**src/rtl/faiz_pkg.sv**
```systemverilog
// rtl/faiz_pkg.sv - shared state encoding and constants for the rate window block
package faiz_pkg;

  // Controller phases: idle/accept, multiply, divide, finish
  typedef enum logic [1:0] {
    BOS   = 2'd0,
    CARP  = 2'd1,
    BOL   = 2'd2,
    SONUC = 2'd3
  } durum_t;

  // Percent base used by both the multiply and the divide phases
  localparam int YUZ = 100;

endpackage

```
**src/rtl/faiz_pencere_kaydirici.sv**
```systemverilog
// rtl/faiz_pencere_kaydirici.sv - N-entry sample window, newest entry at the top slot
module faiz_pencere_kaydirici #(
  parameter int ENF_W    = 4,
  parameter int DERINLIK = 3
) (
  input  logic                      saat,
  input  logic                      reset,
  input  logic                      kaydir,
  input  logic [ENF_W-1:0]          veri,
  output logic [DERINLIK*ENF_W-1:0] pencere
);

  logic [DERINLIK*ENF_W-1:0] pencere_q;

  // Shift toward slot 0 on each accepted sample; slot 0 (oldest) falls off
  always_ff @(posedge saat) begin
    if (reset) begin
      pencere_q <= '0;
    end else if (kaydir) begin
      pencere_q <= {veri, pencere_q[DERINLIK*ENF_W-1:ENF_W]};
    end
  end

  assign pencere = pencere_q;

endmodule

```
**src/rtl/faiz_pencere.sv**
```systemverilog
// rtl/faiz_pencere.sv - windowed compound-inflation interest rate; optional ceiling under FAIZ_TAVAN_EN
module faiz_pencere
  import faiz_pkg::*;
#(
  parameter int ENF_W    = 4,
  parameter int DERINLIK = 3,
  parameter int FAIZ_W   = 7,
  parameter int MARJ     = 2,
  parameter int TAVAN    = 50
) (
  input  logic              saat,
  input  logic              reset,
  input  logic              enf_gecerli,
  input  logic [ENF_W-1:0]  enf,
  output logic              enf_hazir,
  output logic [FAIZ_W-1:0] faiz,
  output logic              faiz_gecerli
);

  // Wide enough for the full N-term product of (100 + max sample)
  localparam int ACC_W = DERINLIK * $clog2(YUZ + (1 << ENF_W));

  durum_t                    durum_q, durum_d;
  logic [ACC_W-1:0]          acc_q, acc_d;
  logic [3:0]                sayac_q, sayac_d;
  logic [FAIZ_W-1:0]         faiz_q, faiz_d;
  logic                      faiz_gecerli_q, faiz_gecerli_d;

  logic                      kabul;
  logic                      hepsi_dolu;
  logic [DERINLIK*ENF_W-1:0] pencere;
  logic [ENF_W-1:0]          sec;
  logic [ACC_W-1:0]          deger;

  assign enf_hazir = (durum_q == BOS);
  assign kabul     = enf_gecerli && enf_hazir;

  faiz_pencere_kaydirici #(
    .ENF_W    (ENF_W),
    .DERINLIK (DERINLIK)
  ) u_kaydirici (
    .saat    (saat),
    .reset   (reset),
    .kaydir  (kabul),
    .veri    (enf),
    .pencere (pencere)
  );

  // Window after this accept would be slots 1..N-1 plus the incoming sample
  always_comb begin
    hepsi_dolu = (enf != '0);
    for (int i = 1; i < DERINLIK; i++) begin
      if (pencere[i*ENF_W +: ENF_W] == '0) hepsi_dolu = 1'b0;
    end
  end

  // Select the window entry for the current multiply step
  always_comb begin
    sec = '0;
    for (int i = 0; i < DERINLIK; i++) begin
      if (sayac_q == 4'(i)) sec = pencere[i*ENF_W +: ENF_W];
    end
  end

  // Final rate value: last two digits of the compounded percent plus margin
  always_comb begin
    deger = (acc_q % ACC_W'(YUZ)) + ACC_W'(MARJ);
`ifdef FAIZ_TAVAN_EN
    if (deger > ACC_W'(TAVAN)) deger = ACC_W'(TAVAN);
`endif
  end

  // Next-state and datapath updates for the multiply/divide sequence
  always_comb begin
    durum_d        = durum_q;
    acc_d          = acc_q;
    sayac_d        = sayac_q;
    faiz_d         = faiz_q;
    faiz_gecerli_d = 1'b0;
    case (durum_q)
      BOS: begin
        if (kabul && hepsi_dolu) begin
          durum_d = CARP;
          acc_d   = ACC_W'(1);
          sayac_d = '0;
        end
      end
      CARP: begin
        acc_d = acc_q * (ACC_W'(YUZ) + ACC_W'(sec));
        if (sayac_q == 4'(DERINLIK - 1)) begin
          durum_d = BOL;
          sayac_d = '0;
        end else begin
          sayac_d = sayac_q + 4'd1;
        end
      end
      BOL: begin
        acc_d = acc_q / ACC_W'(YUZ);
        if (sayac_q == 4'(DERINLIK - 2)) begin
          durum_d = SONUC;
          sayac_d = '0;
        end else begin
          sayac_d = sayac_q + 4'd1;
        end
      end
      SONUC: begin
        faiz_d         = FAIZ_W'(deger);
        faiz_gecerli_d = 1'b1;
        durum_d        = BOS;
      end
      default: durum_d = BOS;
    endcase
  end

  // State and datapath registers; reset aborts any computation in flight
  always_ff @(posedge saat) begin
    if (reset) begin
      durum_q        <= BOS;
      acc_q          <= '0;
      sayac_q        <= '0;
      faiz_q         <= '0;
      faiz_gecerli_q <= 1'b0;
    end else begin
      durum_q        <= durum_d;
      acc_q          <= acc_d;
      sayac_q        <= sayac_d;
      faiz_q         <= faiz_d;
      faiz_gecerli_q <= faiz_gecerli_d;
    end
  end

  assign faiz         = faiz_q;
  assign faiz_gecerli = faiz_gecerli_q;

endmodule

```
**config.mk**
```make
export PLATFORM = sky130hd
export DESIGN_NAME = faiz_pencere
export DESIGN_NICKNAME = d
export VERILOG_FILES = /design/src/rtl/faiz_pkg.sv /design/src/rtl/faiz_pencere_kaydirici.sv /design/src/rtl/faiz_pencere.sv
export SDC_FILE = /design/constraint.sdc
export NUM_CORES = 1
export LEC_CHECK = 0
export ABC_AREA = 1
export CORE_UTILIZATION = 55
export DETAILED_ROUTE_END_ITERATION = 10
export PLACE_DENSITY_LB_ADDON = 0.25
export SLEW_MARGIN = 20
export SYNTH_ARGS = -nofsm -noshare
export SYNTH_HDL_FRONTEND = slang
export SYNTH_SLANG_ARGS = --single-unit
export TNS_END_PERCENT = 5
```
**constraint.sdc**
```tcl
create_clock -name saat -period 9.1 [get_ports saat]
set_input_delay 1.82 -clock saat [delete_from_list [all_inputs] [get_ports saat]]
set_output_delay 1.82 -clock saat [all_outputs]
set_load 0.005 [all_outputs]
```
==> run summary <==
Die Wd = 139 microns
combinational power share = 54.5%
#FFs+latches synth = 47
CTS root buf = clkbuf_16
crit path max-delay cell type = dfxtp_2
Final Hold Viols = 0
DR vias/cell = 5.37
clk sink count = 47
status = complete, but fails checks
Design Power = 1.04 mW
Ant. Diodes = 0
YS warnings = 0
# setup viols final = 6
initial antenna violation count = 0
Int Pwr = 546 uW
clk_skew = 0.0126 ns
clk buf depth = 2
HPWL Detailed = 20.5 mm
MaxCap Viol Count = 0
Synth Net Count = 1727
Util after Layout = 70.4%
sequential power share = 23.9%
nets = 1872
Tcrit/Tclk final = 105%
remaining antenna violation count = 0
fin crit period = 9.55 ns
Die Ht = 139 microns
global-route wire length before repair = 46.8 mm
worst-margin pin slew = 0.957 ns
worst path required time = 9.29 ns
# DRC = 0
clock slew at reported path FFs = 0.07 ns
largest family of logic cells by synthesized area = simple AND/OR/NAND/NOR gates
ratio of cells with drive above 1 in the final layout = 28.6%
number of flops mapped to enable cells by yosys = 0
Initial Util = 56.7%
DRT Pass-1 Iters = 5
core area = 18100 sq um
clock share of power = 21.7%
hold_buf cts = 0
Synth Instances = 1570
failing checks = setup timing
Die Area = 19300 sq um
Area growth syn-to-layout = 24.2%
pwr dens = 81.7 nW/um^2
Post-Syn Area = 10300 sq um
1st-iter DRT viols = 637
I/O Buffers = 15
Fill cells = 1434
Crit Path Max Fanout = 8
setup ws final = -0.451 ns
Vias = 10437
RSZ-0062 raised after global routing = true
H-Tree Depth = 2
largest net degree at the start of global routing = 28
Worst Setup Path Type = reg -> reg
Hold Crit Class = reg -> reg
total congestion overflow = 0
Row Count = 49
LEAKAGE = 7.13 nW
Setup crit start kind = flip-flop
Max Transition Viols Final = 0
slowest cell delay on critical path = 0.36 ns
vias in the first global route = 9950
Mean Syn Cell Area = 6.55 sq um
post-synthesis simple-gate area fraction = 41.5%
Global Route Usage Sum = 28.9%
crit path DAT = 9.74 ns
switching component of the power = 499 uW
TritonCTS clock tree = built
total CTS buffers = 5
Ports = 16
Net Sw Frac = 47.7%
Adder-Cell Fraction of Synth Area = 23.9%
Max VDD drop = 0.194 mV
worst rel slew slack = 36.0%
GR peak layer = met2
Achievable Freq = 105 MHz
Compound-Gate Fraction of Synth Area = 8.44%
total wire length = 29.0 mm
GRT met3 Usage = 2.11%
Post-synth top flop = dfxtp_1
Final GP Congestion = 0.866
Clk Latency, worst-skew pair = 0.31 ns
Post-Synth XOR/XNOR Area = 3.39%
most used cell, CP = nand2_4
met1 global-route usage = 37.6%
grt met2 use = 52.0%
post-synthesis mux area share = 0%
asr flop ratio synth = 0%
Yosys cell types = 50
register area share after synthesis = 9.15%
Avg WL per Cell = 14.9 microns
Crit. End Element = flip-flop
==> sequential cells by signal, summed over array words and instances, names as in the netlist <==
register             flops
u_kaydirici.pencere     12
durum_q                  2
acc_q                   21
faiz                     7
faiz_gecerli             1
sayac_q                  4
==> per-stage QoR <==
step / setup TNS (ns) / instance area, sq um / instances / hold slack (ns) / setup WS (ns)
CTS: -0.345 / 12000 / 1905 / 0.506 / -0.139
global route: -6.27 / 12800 / 1945 / 0.532 / -1.16
global placement: -0.312 / 11200 / 1865 / 0.480 / -0.111
floorplan: 0 / 10300 / 1570 / 0.454 / 0.362
detailed placement: -1.76 / 11200 / 1865 / 0.495 / -0.397
finish: -2.10 / 12800 / 1945 / 0.507 / -0.451
==> cell families after synthesis <==
family | after synthesis
and+or+nand+nor | 823
buffers and inverters | 356
AOI/OAI and AO/OA | 155
adders and majority gates | 150
DFF | 47
xor gates and xnor gates | 39
==> power groups by stage <==
| stage | Combinational [mW] | Clock [mW] | Sequential, mW |
|---|---|---|---|
| 2_1_floorplan | 0.332 | 0 | 0.250 |
| 3_3_place_gp | 0.497 | 0 | 0.252 |
| 3_5_place_dp | 0.501 | 0 | 0.252 |
| 4_1_cts | 0.510 | 0.230 | 0.248 |
| 5_1_grt | 0.618 | 0.235 | 0.252 |
| 6_report | 0.569 | 0.226 | 0.249 |
==> worst max-delay path: cells and delay by family (launching register included) <==
| family | cells | cell delay, ns |
|---|---|---|
| buffers and inverters | 10 | 1.11 |
| AO/OA/AOI/OAI | 2 | 0.35 |
| flip-flops | 1 | 0.36 |
| AND/OR/NAND/NOR | 73 | 7.27 |
| adder cells (fa/ha/maj) | 2 | 0.31 |
==> metal layers <==
| metal | vias to the layer above | routed length, microns |
|---|---|---|
| li1 | 5136 | - |
| met1 | 5001 | 12500 |
| met2 | 251 | 14600 |
| met3 | 49 | 1210 |
| met4 | 0 | 608 |
| met5 | - | 0 |
==> cell usage in the layout, fill, tap and decap left out, types with 15 or more instances in the layout <==
cell type        count
nor2_1             110
dfxtp_1             45
buf_4              136
nor2_4              25
o21ai_1             15
nand2_1            351
ha_1                61
a21oi_1             53
nand3_1             67
inv_1              279
fa_1                77
clkdlybuf4s50_1     15
nand2_4             50
inv_2               36
nand4_1             19
nand3_2             40
nand2_2             91
o21ai_0             39
xor2_1              30
nand3_4             16
==> cells in the mapped netlist (2+ instances only) <==
library cell | instances | area (sq um)
inv_2 | 22 | 82.6
nand3_1 | 98 | 490
o211ai_1 | 4 | 30.0
nor2_1 | 119 | 447
o21bai_1 | 3 | 22.5
buf_6 | 5 | 56.3
nor2_2 | 9 | 56.3
nand4_4 | 6 | 128
nand2_2 | 70 | 438
nor2_4 | 17 | 191
clkbuf_1 | 17 | 63.8
nand2_1 | 395 | 1480
a31oi_1 | 5 | 31.3
nand3_2 | 18 | 180
or2_2 | 3 | 18.8
nor2_8 | 2 | 40.0
o21ai_0 | 43 | 215
o21ai_1 | 18 | 90.1
a22oi_1 | 10 | 75.1
xor2_1 | 31 | 272
a21boi_1 | 3 | 22.5
buf_2 | 2 | 10.0
fa_1 | 77 | 1540
clkinv_1 | 10 | 37.5
a221oi_1 | 2 | 17.5
and2_2 | 2 | 15.0
dfxtp_1 | 47 | 941
a21oi_1 | 59 | 295
a21oi_2 | 4 | 35.0
inv_1 | 295 | 1110
nand2_4 | 27 | 304
buf_1 | 2 | 7.51
nand3_4 | 7 | 123
buf_4 | 2 | 15.0
ha_1 | 73 | 913
xnor2_1 | 7 | 61.3
nand4_2 | 6 | 75.1
nor3_1 | 11 | 55.1
nor4_1 | 5 | 31.3
nand4_1 | 19 | 119
nand3b_1 | 6 | 45.0
==> path summary, 6_finish.rpt <==
kind | to | slack (ns) | cells after the start | start
worst min-delay path | sayac_q[2] | 0.51 | 2 | sayac_q[2]
worst max register to register | faiz[5] | -0.45 | 87 | acc_q[7]
worst min register to register | sayac_q[2] | 0.51 | 2 | sayac_q[2]
worst max-delay path | faiz[5] | -0.45 | 87 | acc_q[7]
==> layout make-up <==
cell class                      instances  area (sq um)  area share (%)
Multi-Input combinational cell       1171          8780            68.7
Clock inverter                          3          46.3           0.362
Timing Repair Buffer                  163          1360            10.6
Clock buffer                            5           125           0.979
Sequential cell                        47           943            7.38
Inverter                              327          1240            9.67
Tap cell                              229           287            2.24
==> repair_timing <==
action / 4_1_cts / 5_1_grt
endpoints found under the setup margin: 6 / 7
buffers inserted: 27 / 40
pin swaps: 42 / 89
endpoints found under the hold margin: 0 / 0
cloned: 5 / 0
gates resized for setup: 82 / 132
Power figures use the tool's default switching activity.
